===== config.mk =====
export PLATFORM = sky130hd
export DESIGN_NAME = fp_mul_pipe
export DESIGN_NICKNAME = d
export VERILOG_FILES = /design/src/rtl/fp_pkg.sv /design/src/rtl/fp_mul_pipe_round.sv /design/src/rtl/fp_mul_pipe.sv
export SDC_FILE = /design/constraint.sdc
export NUM_CORES = 2
export LEC_CHECK = 0
export ABC_AREA = 1
export BUFFER_PORTS_ARGS = -buffer_cell sky130_fd_sc_hd__buf_2
export CORE_UTILIZATION = 55
export DETAILED_ROUTE_END_ITERATION = 16
export GPL_TIMING_DRIVEN = 0
export PLACE_DENSITY = 0.72
export SKIP_LAST_GASP = 1
export SLEW_MARGIN = 25
export SYNTH_ARGS = -nofsm -noshare
export SYNTH_HDL_FRONTEND = slang
export SYNTH_SLANG_ARGS = --single-unit

===== constraint.sdc =====
create_clock -name clk -period 7.1 [get_ports clk]
set_input_delay 0.355 -clock clk [delete_from_list [all_inputs] [get_ports clk]]
set_output_delay 0.355 -clock clk [all_outputs]
set_load 0.02 [all_outputs]

===== src/rtl/fp_pkg.sv =====
// -----------------------------------------------------------------------------
// fp_pkg
// Shared definitions for the FloPoCo-format floating-point operators.
//   - exception codes carried in the top two bits of every operand
//   - status-bit indices for the {invalid, overflow, underflow, inexact} vector
//   - exponent bias helper for an arbitrary exponent width
// No ports (package).
// -----------------------------------------------------------------------------
package fp_pkg;

    localparam logic [1:0] EXN_ZERO   = 2'b00;
    localparam logic [1:0] EXN_NORMAL = 2'b01;
    localparam logic [1:0] EXN_INF    = 2'b10;
    localparam logic [1:0] EXN_NAN    = 2'b11;

    // Status vector layout: {invalid, overflow, underflow, inexact}
    localparam int ST_INEXACT   = 0;
    localparam int ST_UNDERFLOW = 1;
    localparam int ST_OVERFLOW  = 2;
    localparam int ST_INVALID   = 3;
    localparam int ST_W         = 4;

    // Exponent bias for a WE-bit biased exponent: 2^(WE-1)-1
    function automatic int fp_bias(input int we);
        return (1 << (we - 1)) - 1;
    endfunction

endpackage


===== src/rtl/fp_mul_pipe_round.sv =====
// -----------------------------------------------------------------------------
// fp_mul_pipe_round
// Combinational normalise / round-to-nearest-even / range check for the
// significand product of two normal operands.
//
// Parameters: WE exponent width, WF fraction width.
// Ports:
//   prod     in  2*WF+2  product of the two (WF+1)-bit significands (hidden 1s)
//   exp_raw  in  WE+2    Ex+Ey-bias, two's complement
//   exn      out 2       EXN_NORMAL, or EXN_INF on overflow, EXN_ZERO on underflow
//   exp      out WE      result exponent (zero when exn is not normal)
//   frac     out WF      result fraction (zero when exn is not normal)
//   flags    out 4       {invalid(always 0 here), overflow, underflow, inexact}
// -----------------------------------------------------------------------------
module fp_mul_pipe_round
    import fp_pkg::*;
#(
    parameter int WE = 8,
    parameter int WF = 23
) (
    input  logic [2*WF+1:0] prod,
    input  logic [WE+1:0]   exp_raw,
    output logic [1:0]      exn,
    output logic [WE-1:0]   exp,
    output logic [WF-1:0]   frac,
    output logic [ST_W-1:0] flags
);

    localparam int EW = WE + 2;
    localparam logic signed [EW-1:0] EXP_MAX = EW'((1 << WE) - 1);

    logic                 norm;
    logic                 guard;
    logic                 sticky;
    logic                 round_up;
    logic                 carry;
    logic                 ovf;
    logic                 unf;
    logic [WF-1:0]        frac_t;
    logic [WF:0]          frac_r;
    logic signed [EW-1:0] exp_val;

    always_comb begin
        // Product lies in [1,4): bit 2WF+1 set means it needs a right shift.
        norm = prod[2*WF+1];
        if (norm) begin
            frac_t = prod[2*WF:WF+1];
            guard  = prod[WF];
            sticky = |prod[WF-1:0];
        end else begin
            frac_t = prod[2*WF-1:WF];
            guard  = prod[WF-1];
            sticky = |prod[WF-2:0];
        end

        // Ties go to the even fraction (lsb 0).
        round_up = guard & (sticky | frac_t[0]);
        frac_r   = {1'b0, frac_t} + {{WF{1'b0}}, round_up};
        // A carry out leaves frac_r[WF-1:0] all zero, which is the right fraction.
        carry    = frac_r[WF];

        exp_val = exp_raw + EW'(norm) + EW'(carry);
        ovf     = exp_val > EXP_MAX;
        unf     = exp_val < 0;

        flags               = '0;
        flags[ST_OVERFLOW]  = ovf;
        flags[ST_UNDERFLOW] = unf;
        // Overflow to infinity and flush to zero both lose the value.
        flags[ST_INEXACT]   = guard | sticky | ovf | unf;

        if (ovf) begin
            exn  = EXN_INF;
            exp  = '0;
            frac = '0;
        end else if (unf) begin
            exn  = EXN_ZERO;
            exp  = '0;
            frac = '0;
        end else begin
            exn  = EXN_NORMAL;
            exp  = exp_val[WE-1:0];
            frac = frac_r[WF-1:0];
        end
    end

endmodule


===== src/rtl/fp_mul_pipe.sv =====
// -----------------------------------------------------------------------------
// fp_mul_pipe
// Pipelined FloPoCo-format floating-point multiplier with valid/ready
// handshake on both sides and full backpressure.
//
// Operand format: {exn[1:0], sign, exp[WE-1:0], frac[WF-1:0]}, W = WE+WF+3.
// Parameters: WE (3..15), WF (2..52), NUM_STAGES (0..8).
// Ports:
//   clk        in   rising-edge clock
//   rst_n      in   asynchronous active-low reset (clears stage valids only)
//   in_valid   in   X/Y valid
//   in_ready   out  operand pair accepted when in_valid & in_ready
//   X, Y       in   operands (W bits)
//   out_valid  out  R valid
//   out_ready  in   R consumed when out_valid & out_ready
//   R          out  product (W bits)
// Optional (macro FP_MUL_PIPE_STATUS_EN):
//   status     out  {invalid, overflow, underflow, inexact}, valid with R
//   status_clr in   clears the internal sticky status register
//
// Handshake: a transfer happens on a rising edge where valid and ready are
// both high; stage i loads when it is empty or its content moves onward in
// the same cycle, so bubbles collapse and results leave in acceptance order.
//
// Slice placement: slice 0 after exception decode + significand product,
// slice 1 after normalise/round, any further slices appended at the output.
// NUM_STAGES = 0 makes the block purely combinational.
// -----------------------------------------------------------------------------
module fp_mul_pipe
    import fp_pkg::*;
#(
    parameter  int WE         = 8,
    parameter  int WF         = 23,
    parameter  int NUM_STAGES = 1,
    localparam int W          = WE + WF + 3
) (
    input  logic         clk,
    input  logic         rst_n,
    input  logic         in_valid,
    output logic         in_ready,
    input  logic [W-1:0] X,
    input  logic [W-1:0] Y,
    output logic         out_valid,
    input  logic         out_ready,
`ifdef FP_MUL_PIPE_STATUS_EN
    output logic [ST_W-1:0] status,
    input  logic            status_clr,
`endif
    output logic [W-1:0] R
);

    localparam int PW = 2 * WF + 2;
    localparam int EW = WE + 2;
    localparam logic [EW-1:0] BIAS = EW'(fp_bias(WE));
`ifdef FP_MUL_PIPE_STATUS_EN
    localparam int PB = W + ST_W;
`else
    localparam int PB = W;
`endif

    // ---------------- exception decode and significand product ----------------
    logic [1:0]    x_exn, y_exn;
    logic          x_sign, y_sign;
    logic [WE-1:0] x_exp, y_exp;
    logic [WF-1:0] x_frac, y_frac;

    assign {x_exn, x_sign, x_exp, x_frac} = X;
    assign {y_exn, y_sign, y_exp, y_frac} = Y;

    logic [1:0]    d_exn;
    logic          d_sign;
    logic [PW-1:0] d_prod;
    logic [EW-1:0] d_exp;

    always_comb begin
        d_sign = x_sign ^ y_sign;
        if (x_exn == EXN_NAN || y_exn == EXN_NAN) begin
            d_exn = EXN_NAN;
        end else if ((x_exn == EXN_INF && y_exn == EXN_ZERO) ||
                     (x_exn == EXN_ZERO && y_exn == EXN_INF)) begin
            d_exn = EXN_NAN;
        end else if (x_exn == EXN_INF || y_exn == EXN_INF) begin
            d_exn = EXN_INF;
        end else if (x_exn == EXN_ZERO || y_exn == EXN_ZERO) begin
            d_exn = EXN_ZERO;
        end else begin
            // EXN_NORMAL here means "take the arithmetic path".
            d_exn = EXN_NORMAL;
        end
        d_prod = PW'({1'b1, x_frac}) * PW'({1'b1, y_frac});
        d_exp  = EW'(x_exp) + EW'(y_exp) - BIAS;
    end

    // ---------------- slice 0 outputs (registered or pass-through) -----------
    logic [1:0]    a_exn;
    logic          a_sign;
    logic [PW-1:0] a_prod;
    logic [EW-1:0] a_exp;

    // ---------------- normalise / round ----------------
    logic [1:0]      rnd_exn;
    logic [WE-1:0]   rnd_exp;
    logic [WF-1:0]   rnd_frac;
    logic [ST_W-1:0] rnd_flags;

    fp_mul_pipe_round #(
        .WE (WE),
        .WF (WF)
    ) u_round (
        .prod    (a_prod),
        .exp_raw (a_exp),
        .exn     (rnd_exn),
        .exp     (rnd_exp),
        .frac    (rnd_frac),
        .flags   (rnd_flags)
    );

    logic [W-1:0]  r_d;
    logic [PB-1:0] b_d;

    always_comb begin
        if (a_exn == EXN_NORMAL) begin
            r_d = {rnd_exn, a_sign, rnd_exp, rnd_frac};
        end else begin
            r_d = {a_exn, a_sign, {(WE + WF){1'b0}}};
        end
    end

`ifdef FP_MUL_PIPE_STATUS_EN
    logic [ST_W-1:0] st_d;

    always_comb begin
        if (a_exn == EXN_NORMAL) begin
            st_d = rnd_flags;
        end else begin
            // Every NaN result comes from a NaN-producing exception entry.
            st_d              = '0;
            st_d[ST_INVALID]  = (a_exn == EXN_NAN);
        end
    end

    assign b_d = {st_d, r_d};
`else
    assign b_d = r_d;
`endif

    // ---------------- stage chain ----------------
    logic [PB-1:0] b_out;

    generate
        if (NUM_STAGES == 0) begin : g_comb
            assign a_exn     = d_exn;
            assign a_sign    = d_sign;
            assign a_prod    = d_prod;
            assign a_exp     = d_exp;
            assign b_out     = b_d;
            assign in_ready  = out_ready;
            assign out_valid = in_valid;
        end else begin : g_pipe
            logic [NUM_STAGES-1:0] vld;
            // rdy[i]: stage i may load this cycle; rdy[NUM_STAGES] is the consumer.
            logic [NUM_STAGES:0]   rdy;

            assign rdy[NUM_STAGES] = out_ready;
            for (genvar i = 0; i < NUM_STAGES; i++) begin : g_rdy
                assign rdy[i] = !vld[i] || rdy[i+1];
            end

            always_ff @(posedge clk or negedge rst_n) begin
                if (!rst_n) begin
                    vld <= '0;
                end else begin
                    if (rdy[0]) vld[0] <= in_valid;
                    for (int i = 1; i < NUM_STAGES; i++) begin
                        if (rdy[i]) vld[i] <= vld[i-1];
                    end
                end
            end

            always_ff @(posedge clk) begin
                if (rdy[0] && in_valid) begin
                    a_exn  <= d_exn;
                    a_sign <= d_sign;
                    a_prod <= d_prod;
                    a_exp  <= d_exp;
                end
            end

            if (NUM_STAGES == 1) begin : g_one
                assign b_out = b_d;
            end else begin : g_more
                // b_q[k] is the data register of stage k+1.
                logic [PB-1:0] b_q [NUM_STAGES-1];

                always_ff @(posedge clk) begin
                    if (rdy[1] && vld[0]) b_q[0] <= b_d;
                    for (int k = 1; k < NUM_STAGES - 1; k++) begin
                        if (rdy[k+1] && vld[k]) b_q[k] <= b_q[k-1];
                    end
                end

                assign b_out = b_q[NUM_STAGES-2];
            end

            assign in_ready  = rdy[0];
            assign out_valid = vld[NUM_STAGES-1];
        end
    endgenerate

    assign R = b_out[W-1:0];

`ifdef FP_MUL_PIPE_STATUS_EN
    assign status = b_out[PB-1:W];

    // Sticky flags accumulate over output transfers; a clear in the same
    // cycle as a transfer keeps only the new flags.
    logic [ST_W-1:0] sticky;

    always_ff @(posedge clk or negedge rst_n) begin
        if (!rst_n) begin
            sticky <= '0;
        end else if (out_valid && out_ready) begin
            sticky <= status_clr ? status : (sticky | status);
        end else if (status_clr) begin
            sticky <= '0;
        end
    end
`endif

endmodule


==> reports/results.tsv <==
stage	metric	value	unit
route	route.detailed.drc	0	
timing	rsz0062_at_grt	no	
critical_path	critPathRequiredTime	7190	ps
final_layout	fillers	4088	
timing	slew_violations	0	
critical_path	cp_top_family	adder cells	
logic_synthesis	ys.warnings.count	0	
logic_synthesis	synthDistinctLibCells	36	
final_layout	antenna_cells	0	
logic_synthesis	ys.flop_type	edfxtp_1	
placement	dp_hpwl	61.2	mm
clock_tree	clockBufferDepth	2	
clock_tree	worstSkewPairLatency	330	ps
logic_synthesis	ys_seq_area_share	7.73	%
final_layout	final_cells	3966	
logic_synthesis	synth_area	0.0240	mm²
min_path	hold_start	in_valid	
critical_path	worstPathArrival	6990	ps
timing	finalSetupViolations	0	
timing	tightest_slew	1040	ps
route	ant_nets	0	
critical_path	cp_max_fo	10	
min_path	min_path_type	input port to flip-flop	
die	dieArea	0.0445	mm²
route	wl_per_cell	18.0	µm
global_route	overflow	0	
final_layout	final_common_cell	inv_1	
logic_synthesis	syn-num-nets	4000	
route	dr.pass1.iters	6	
die	die_w	211	µm
timing	finalHoldViolations	0	
placement	placedInstanceArea	0.0254	mm²
critical_path	start_kind	input port	
clock_tree	clk_pin_slew	60	ps
final_layout	multi_input_area	0.0178	mm²
critical_path	r2r-end	a_prod[38]	
die	start_util	55.8	%
logic_synthesis	syn_inst	3254	
critical_path	critPathBufInv	7	
die	fp-row-count	76	
die	die_h	211	µm
job	cap_viol_max_count	0	
critical_path	reg2reg_depth	3	
placement	portBuffers	107	
global_route	grt_pass1_wl	112	mm
timing	slew_headroom	30.9	%
logic_synthesis	async_flop_share	1.61	%
min_path	min_to	out_valid	
logic_synthesis	synth-seq-cells	62	
final_layout	nets	4122	
clock_tree	tritoncts	built	
clock_tree	numCtsBuffers	9	
route	drt-total-wl	71.6	mm
final_layout	drive_gt1_share	5.32	%
route	vias	20000	
critical_path	end_kind	flip-flop	
critical_path	max_stage_delay	710	ps
die	ios	108	
global_route	grt_usage	33.9	%
final_layout	syn2layout_area_growth	6.93	%
route	via_per_inst	5.04	
route	drtIter0Drc	1649	
global_route	grt_max_degree	24	
timing	finalCriticalPeriod	6910	ps
clock_tree	h-tree-depth	3	
critical_path	reg2reg_from	out_valid	
timing	finClkSkew	4.59	ps
global_route	antenna_found_initial	0	
final_layout	regArea	0.00186	mm²
placement	dp.cells	3949	
critical_path	cp.depth	25	
min_path	whs_path_depth	3	
final_layout	fin_area	0.0257	mm²
die	core-area	0.0431	mm²
clock_tree	clkSinkCount	62	
final_layout	layout_common_cells	1056 x inv_1, 984 x nand2_1, 484 x fa_1	
placement	gp_congestion	1.00	
critical_path	crit_type	input port to flip-flop	
critical_path	cp_common_cell	fa_1	
timing	fmax	145	MHz
final_layout	post-route-util	59.6	%
outcome	status	finished, final reports clean	
logic_synthesis	avgSynthCellArea	7.38	µm²
critical_path	crit_slowest_cell	clkbuf_1	
critical_path	rrSetupSlack	5500	ps
global_route	first_global_vias	20500	
timing	post-route-period-util	97.3	%
clock_tree	root_buffer	clkbuf_16	
logic_synthesis	synth_edf_count	61	
[cell families after synthesis]
group / Yosys count / share of synthesized area (%)
AOI/OAI and AO/OA: 92 / 2.13
xor gates and xnor gates: 45 / 1.64
adders and majority gates: 674 / 50.2
buffers and inverters: 1162 / 18.3
DFF: 62 / 7.73
and+or+nand+nor: 1219 / 19.9
[worst max-delay path by stage]
stage	from	to	slack, ps
2_1_floorplan	Y[3]	a_prod[39]	1230
3_3_place_gp	X[10]	a_prod[39]	-170
3_5_place_dp	X[10]	a_prod[40]	-140
4_1_cts	X[10]	a_prod[40]	170
5_1_grt	Y[6]	a_prod[39]	3
6_report	Y[9]	a_prod[40]	190
[registers in the layout, indices dropped and copies added (netlist names)]
| signal | cells |
|---|---|
| a_sign | 1 |
| a_prod | 48 |
| a_exn | 2 |
| out_valid | 1 |
| a_exp | 10 |
[layer usage]
layer  GRT usage [%]  up-vias  routed length, µm
met2            55.6      967              32200
met1            42.6     9466              27400
met5               0        -                  0
li1                -     9334                  -
met4            15.6        0               4030
met3            8.06      210               7920
[layout make-up]
type,instances,share of cell area [%]
Buffer,101,1.65
Clock buffer,9,0.877
Clock inverter,7,0.278
Inverter,1061,15.5
Multi-Input combinational cell,2030,69.2
Sequential cell,62,7.23
Tap cell,585,2.85
Timing Repair Buffer,111,2.40
[Yosys cell counts (6+ instances only)]
master / n / area, µm²
xnor2_1: 7 / 61.3
nor2_1: 127 / 477
fa_1: 484 / 9690
o21ai_0: 20 / 100
clkbuf_1: 91 / 342
ha_1: 190 / 2380
inv_1: 1056 / 3960
a21oi_1: 54 / 270
o21ai_2: 7 / 61.3
nand4_1: 8 / 50.1
or2_2: 13 / 81.3
nor2_2: 6 / 37.5
nand2_1: 984 / 3690
nand3_1: 54 / 270
edfxtp_1: 61 / 1830
xor2_1: 38 / 333
nor3_1: 7 / 35.0
[metrics by stage]
step / setup TNS, ps / setup WS, ps / hold WS (ps)
2_1_floorplan: 0 / 1230 / 59.4
3_3_place_gp: -934 / -169 / 130
3_5_place_dp: -811 / -144 / 130
4_1_cts: 0 / 174 / 254
5_1_grt: 0 / 2.86 / 254
6_report: 0 / 191 / 253
[tightest hold or removal path, cell delays in order]
cell,delay (ps)
buf_2,70
inv_1,60
nand2_1,70
[timing repair]
item | 4_1_cts | 5_1_grt
resized for setup | 0 | 18
buffers inserted | 0 | 0
endpoints found under the hold margin | 1 | 0
setup endpoints to repair | 0 | 9
hold buffers | 1 | 0
Power is left out: the tool's default activity adds up to more than one toggle a clock period on the data nets, which glitch-free logic cannot reach.
